===== src/rtl/sha256_host_pkg.sv =====
// Shared types and constants for the sha256 host-side controller.
package sha256_host_pkg;

  typedef enum logic [2:0] {
    S_IDLE,
    S_LOAD,
    S_DISCARD,
    S_START,
    S_WAIT,
    S_RD_ADDR,
    S_RD_WAIT,
    S_RD_OUT
  } state_t;

  localparam int DIGEST_WORDS   = 8;
  localparam int BYTES_PER_WORD = 4;

endpackage


===== src/rtl/sha256_host_rdpipe.sv =====
// Read-latency tracker: a launch pulse emerges as capture exactly RD_LAT cycles
// later, marking the cycle in which mem_read_data holds the requested word.
module sha256_host_rdpipe #(
  parameter int RD_LAT = 1
) (
  input  logic clk,
  input  logic reset_n,
  input  logic launch,
  output logic capture
);

  logic [RD_LAT-1:0] vld;

  always_ff @(posedge clk or negedge reset_n) begin
    if (!reset_n) begin
      vld <= '0;
    end else begin
      vld[0] <= launch;
      for (int i = 1; i < RD_LAT; i++) vld[i] <= vld[i-1];
    end
  end

  assign capture = vld[RD_LAT-1];

endmodule


===== src/rtl/sha256_host_ctrl.sv =====
// Host controller for the sha256 engine: loads the message into shared memory,
// runs the start/done handshake, then streams the digest back out.
// Optional engine watchdog is compiled in with `define SHA_HOST_TIMEOUT_EN.
//
// state     | meaning
// ----------+-------------------------------------------------
// IDLE      | no job; host owns memory; waits for in_valid
// LOAD      | accepting message words, writing to msg_addr+wcnt
// DISCARD   | overflowed; dropping words until in_last
// START     | one-cycle eng_start pulse; engine takes memory
// WAIT      | engine running; waits for rising eng_done
// RD_ADDR   | presents out_addr+rcnt to memory
// RD_WAIT   | waits RD_LAT cycles for read data
// RD_OUT    | offers digest word until dig_ready
module sha256_host_ctrl
  import sha256_host_pkg::*;
#(
  parameter int MAX_WORDS      = 512,
  parameter int RD_LAT         = 1,
  parameter int TIMEOUT_CYCLES = 65535
) (
  input  logic        clk,
  input  logic        reset_n,
  input  logic [15:0] msg_addr,
  input  logic [15:0] out_addr,
  input  logic        in_valid,
  output logic        in_ready,
  input  logic [31:0] in_data,
  input  logic        in_last,
  input  logic [1:0]  in_bytes,
  output logic        mem_sel,
  output logic        mem_we,
  output logic [15:0] mem_addr,
  output logic [31:0] mem_write_data,
  input  logic [31:0] mem_read_data,
  output logic        eng_start,
  output logic [31:0] eng_size,
  output logic [31:0] eng_message_addr,
  output logic [31:0] eng_output_addr,
  input  logic        eng_done,
  output logic        dig_valid,
  input  logic        dig_ready,
  output logic [31:0] dig_data,
  output logic        dig_last,
  output logic        busy,
  output logic        err
);

  localparam int WCNT_W = $clog2(MAX_WORDS + 1);
  localparam logic [WCNT_W-1:0] WCNT_MAX = WCNT_W'(MAX_WORDS);
  localparam logic [2:0] RCNT_LAST = 3'(DIGEST_WORDS - 1);

  state_t            state, state_nxt;
  logic [15:0]       msg_base, out_base;
  logic [WCNT_W-1:0] wcnt;
  logic [2:0]        rcnt;
  logic [31:0]       size_q, dig_q;
  logic              done_q, done_rise, overflow, capture, timeout;
  logic [2:0]        last_bytes;

  assign done_rise  = eng_done & ~done_q;
  assign overflow   = (wcnt == WCNT_MAX);
  assign last_bytes = (in_bytes == 2'd0) ? 3'(BYTES_PER_WORD) : {1'b0, in_bytes};

  sha256_host_rdpipe #(.RD_LAT(RD_LAT)) u_rdpipe (
    .clk     (clk),
    .reset_n (reset_n),
    .launch  (state == S_RD_ADDR),
    .capture (capture)
  );

`ifdef SHA_HOST_TIMEOUT_EN
  logic [31:0] tcnt;

  // Down-counter loaded on START; terminal count in WAIT is the watchdog expiry.
  always_ff @(posedge clk or negedge reset_n) begin
    if (!reset_n)                            tcnt <= '0;
    else if (state == S_START)               tcnt <= 32'(TIMEOUT_CYCLES - 1);
    else if (state == S_WAIT && tcnt != '0)  tcnt <= tcnt - 1'b1;
  end

  assign timeout = (state == S_WAIT) && (tcnt == '0);
`else
  assign timeout = 1'b0;
`endif

  always_ff @(posedge clk or negedge reset_n) begin
    if (!reset_n) begin
      state    <= S_IDLE;
      msg_base <= '0;
      out_base <= '0;
      wcnt     <= '0;
      rcnt     <= '0;
      size_q   <= '0;
      dig_q    <= '0;
      done_q   <= 1'b0;
    end else begin
      state  <= state_nxt;
      done_q <= eng_done;
      case (state)
        S_IDLE: if (in_valid) begin
          msg_base <= msg_addr;
          out_base <= out_addr;
          wcnt     <= '0;
          rcnt     <= '0;
        end
        S_LOAD: if (in_valid && !overflow) begin
          wcnt <= wcnt + 1'b1;
          if (in_last) size_q <= (32'(wcnt) << 2) + 32'(last_bytes);
        end
        S_RD_WAIT: if (capture) dig_q <= mem_read_data;
        S_RD_OUT:  if (dig_ready) rcnt <= rcnt + 1'b1;
        default: ;
      endcase
    end
  end

  always_comb begin
    state_nxt      = state;
    in_ready       = 1'b0;
    mem_sel        = 1'b1;
    mem_we         = 1'b0;
    mem_addr       = '0;
    mem_write_data = '0;
    eng_start      = 1'b0;
    dig_valid      = 1'b0;
    dig_last       = 1'b0;
    err            = 1'b0;
    case (state)
      S_IDLE: if (in_valid) state_nxt = S_LOAD;
      S_LOAD: begin
        in_ready = 1'b1;
        mem_addr = msg_base + 16'(wcnt);
        if (in_valid) begin
          if (overflow) begin
            err       = 1'b1;
            state_nxt = in_last ? S_IDLE : S_DISCARD;
          end else begin
            mem_we         = 1'b1;
            mem_write_data = in_data;
            if (in_last) state_nxt = S_START;
          end
        end
      end
      S_DISCARD: begin
        in_ready = 1'b1;
        if (in_valid && in_last) state_nxt = S_IDLE;
      end
      S_START: begin
        eng_start = 1'b1;
        mem_sel   = 1'b0;
        state_nxt = S_WAIT;
      end
      S_WAIT: begin
        mem_sel = 1'b0;
        if (done_rise) begin
          state_nxt = S_RD_ADDR;
        end else if (timeout) begin
          err       = 1'b1;
          state_nxt = S_IDLE;
        end
      end
      S_RD_ADDR: begin
        mem_addr  = out_base + 16'(rcnt);
        state_nxt = S_RD_WAIT;
      end
      S_RD_WAIT: begin
        mem_addr = out_base + 16'(rcnt);
        if (capture) state_nxt = S_RD_OUT;
      end
      S_RD_OUT: begin
        mem_addr  = out_base + 16'(rcnt);
        dig_valid = 1'b1;
        dig_last  = (rcnt == RCNT_LAST);
        if (dig_ready) state_nxt = dig_last ? S_IDLE : S_RD_ADDR;
      end
      default: state_nxt = S_IDLE;
    endcase
  end

  assign eng_size         = size_q;
  assign eng_message_addr = {16'h0000, msg_base};
  assign eng_output_addr  = {16'h0000, out_base};
  assign dig_data         = dig_q;
  assign busy             = (state != S_IDLE);

endmodule


===== config.mk =====
export PLATFORM = sky130hd
export DESIGN_NAME = sha256_host_ctrl
export DESIGN_NICKNAME = d
export VERILOG_FILES = /design/src/rtl/sha256_host_pkg.sv /design/src/rtl/sha256_host_rdpipe.sv /design/src/rtl/sha256_host_ctrl.sv
export SDC_FILE = /design/constraint.sdc
export NUM_CORES = 1
export LEC_CHECK = 0
export CAP_MARGIN = 10
export CORE_ASPECT_RATIO = 1.5
export CORE_MARGIN = 1
export CORE_UTILIZATION = 44
export CTS_CLUSTER_DIAMETER = 150
export DETAILED_ROUTE_END_ITERATION = 8
export MAX_ROUTING_LAYER = met4
export PLACE_DENSITY_LB_ADDON = 0.08
export SYNTH_ARGS = -nofsm -noshare
export SYNTH_HDL_FRONTEND = slang
export SYNTH_SLANG_ARGS = --single-unit

===== constraint.sdc =====
create_clock -name clk -period 6.6 [get_ports clk]
set_input_delay 1.32 -clock clk [delete_from_list [all_inputs] [get_ports clk]]
set_output_delay 1.32 -clock clk [all_outputs]
set_load 0.1 [all_outputs]

==> results.cfg <==
[placed_design]
portBuffers = 236
dpl_cell_area_um2 = 7890
gp_congestion = 0.891
dp_slack_ps = 1620
place_hpwl_um = 11900

[layout]
area_growth_pct = 44.0
drive_gt1_share_pct = 16.7
nets = 898
register_area_um2 = 2380
fillCellCount = 1010
multiInputGateArea_um2 = 2970
num_antenna_cells = 0
finalInstanceArea_um2 = 8180

[yosys]
synthTopCellsByArea = dfrtp_1 (42%), mux2_2 (13%), buf_4 (6.9%)
synth_top_area_share_pct = 41.9
synth_largest_area_cell = dfrtp_1
async_reset_ff_share_pct = 100
yosysMostFrequentCell = dfrtp_1
avgSynthCellArea_um2 = 10.4
synth_top_cells_by_count = dfrtp_1 (95), mux2_2 (68), buf_4 (52)
ys_warn_count = 0
syn_inst = 547
ys_types = 54
synth_ff_type = dfrtp_1
netlist_area_um2 = 5680
synth_edf_count = 0
synth_seq_cells = 95
ys_seq_area_share_pct = 41.9

[clock_network]
htreeDepth = 3
clk_pin_slew_ps = 70
clk_latency_ps = 340
cts_hold_buffers = 0
ctsRootBufferMaster = clkbuf_16
post_cts_resized = 0
cts_buffer_depth = 2
postCtsSetupRepairBufs = 0
clkSinkCount = 95
cts_tree = built
cts_buffers = 9

[run_status]
status = finished clean

[grt]
grt_pass1_wl_um = 23300
grt_max_degree = 52
grtUsageMet3_pct = 4.69
top_usage_layer = met2
track_usage_pct = 23.2
grt_pass1_vias = 4785
met2_usage_pct = 40.9
grt-ovfl-total = 0
met1_usage_pct = 25.7
antenna_found_initial = 0

[critical_path]
crit_arrival_ps = 3950
r2r_slack_ps = 3430
required_ps = 5280
worstPathMaxFanout = 6
endpoint_kind = output pin
worst_setup_path_start_kind = register
path_class = register to output pin
r2r-end = eng_size[0]$_DFFE_PN0P_
worst_r2r_path_depth = 5
r2r_start = state[0]$_DFFE_PN0P_

[sta]
rsz0062_at_grt = no
max_clock_freq_mhz = 190
report.final.slew_viol_count = 0
hold_ws_ps = 489
tightest_slew_ps = 1050
finClkSkew_ps = 6.15
tns_ps = 0
setup_viol = 0
finalWorstSetupSlack_ps = 1330
hold_viol = 0
fin_crit_ps = 5270
finalCritPeriodShare_pct = 79.9
relSlewSlack_pct = 29.4

[detailed_routing]
via_per_inst = 5.08
drc_errors = 0
drt_iter0_drc = 122
ant_nets = 0
dr_total_vias = 4739
wirelength_um = 15100
wl_per_cell_um = 16.2
firstDrtPassIters = 4

[worst_hold_path]
min_path_type = register to register
holdPathStages = 2
holdPathEnd = eng_size[11]$_DFFE_PN0P_
hp-start = eng_size[11]$_DFFE_PN0P_

[floorplan]
die-height_um = 141
die_width_um = 94.8
ios = 288
die_area_um2 = 13400
initial_core_util_pct = 45.4
num_rows = 50
coreArea_um2 = 12500

[job]
drv_cap = 0
registers in the layout, indices dropped and copies added (netlist names):
register,count
wcnt,10
eng_size,13
dig_data,32
msg_base,16
state,3
done_q,1
u_rdpipe.capture,1
rcnt,3
out_base,16
worst max-delay path: stages, from the launching register on:
cell	delay [ps]
dfrtp_1	460
ha_1	210
inv_1	60
fa_1	390
nand2b_1	180
a21oi_1	260
a221o_1	220
a21oi_1	130
or4_1	480
nand3_1	90
clkdlybuf4s50_1	1140
kinds of logic after synthesis:
family                     count (synthesis)  share of synthesized area, %
AOI/OAI and AO/OA                         79                          9.48
buffers and inverters                     86                          9.21
other                                      1                        0.0660
xor gates and xnor gates                  38                          5.86
DFF                                       95                          41.9
and+or+nand+nor                          158                          15.0
adders and majority gates                 21                          4.89
muxes                                     69                          13.7
layer usage:
layer,up-vias,wire length (µm)
li1,2262,-
met1,2250,5850
met2,202,8030
met3,25,900
met4,0,312
met5,-,0
per-stage QoR:
stage	cells	util (%)
final	933	65.3
after global routing	933	65.3
after CTS	933	65.3
after detailed placement	918	63.1
after global placement	918	63.1
after floorplan	597	-
layout make-up:
class,instances,share of cell area (%)
multi-input cells,416,36.4
clock inverters,4,0.352
flip-flops and latches,95,29.1
clock buffers,11,3.09
well taps,156,2.39
repair buffers,240,28.2
inverters,11,0.505
worst max path at each step:
stage                            startpoint            endpoint  slack [ps]  depth (start not counted)
floorplan           msg_base[0]$_DFFE_PN0P_         mem_addr[4]        1060                          7
global placement                   in_valid                 err        1670                          5
detailed placement                 in_valid  mem_write_data[31]        1620                          6
CTS                     wcnt[0]$_DFFE_PN0P_        mem_addr[12]        1310                         10
global route            wcnt[0]$_DFFE_PN0P_        mem_addr[12]        1170                         10
finish                  wcnt[0]$_DFFE_PN0P_        mem_addr[12]        1330                         10
cell usage in the layout (no fill, tap or decap), types with 10 or more instances in the layout:
cell type,count
nand3_1,18
nor2_1,24
clkdlybuf4s50_1,202
ha_1,19
conb_1,51
xnor2_1,12
buf_4,38
nand4_1,10
nand2_1,33
a21oi_1,10
inv_1,10
mux2_2,68
dfrtp_1,95
and2_1,35
xor2_1,26
o21ai_0,21
Power is left out: the tool's default activity adds up to more than one toggle a clock period on the data nets, which glitch-free logic cannot reach.
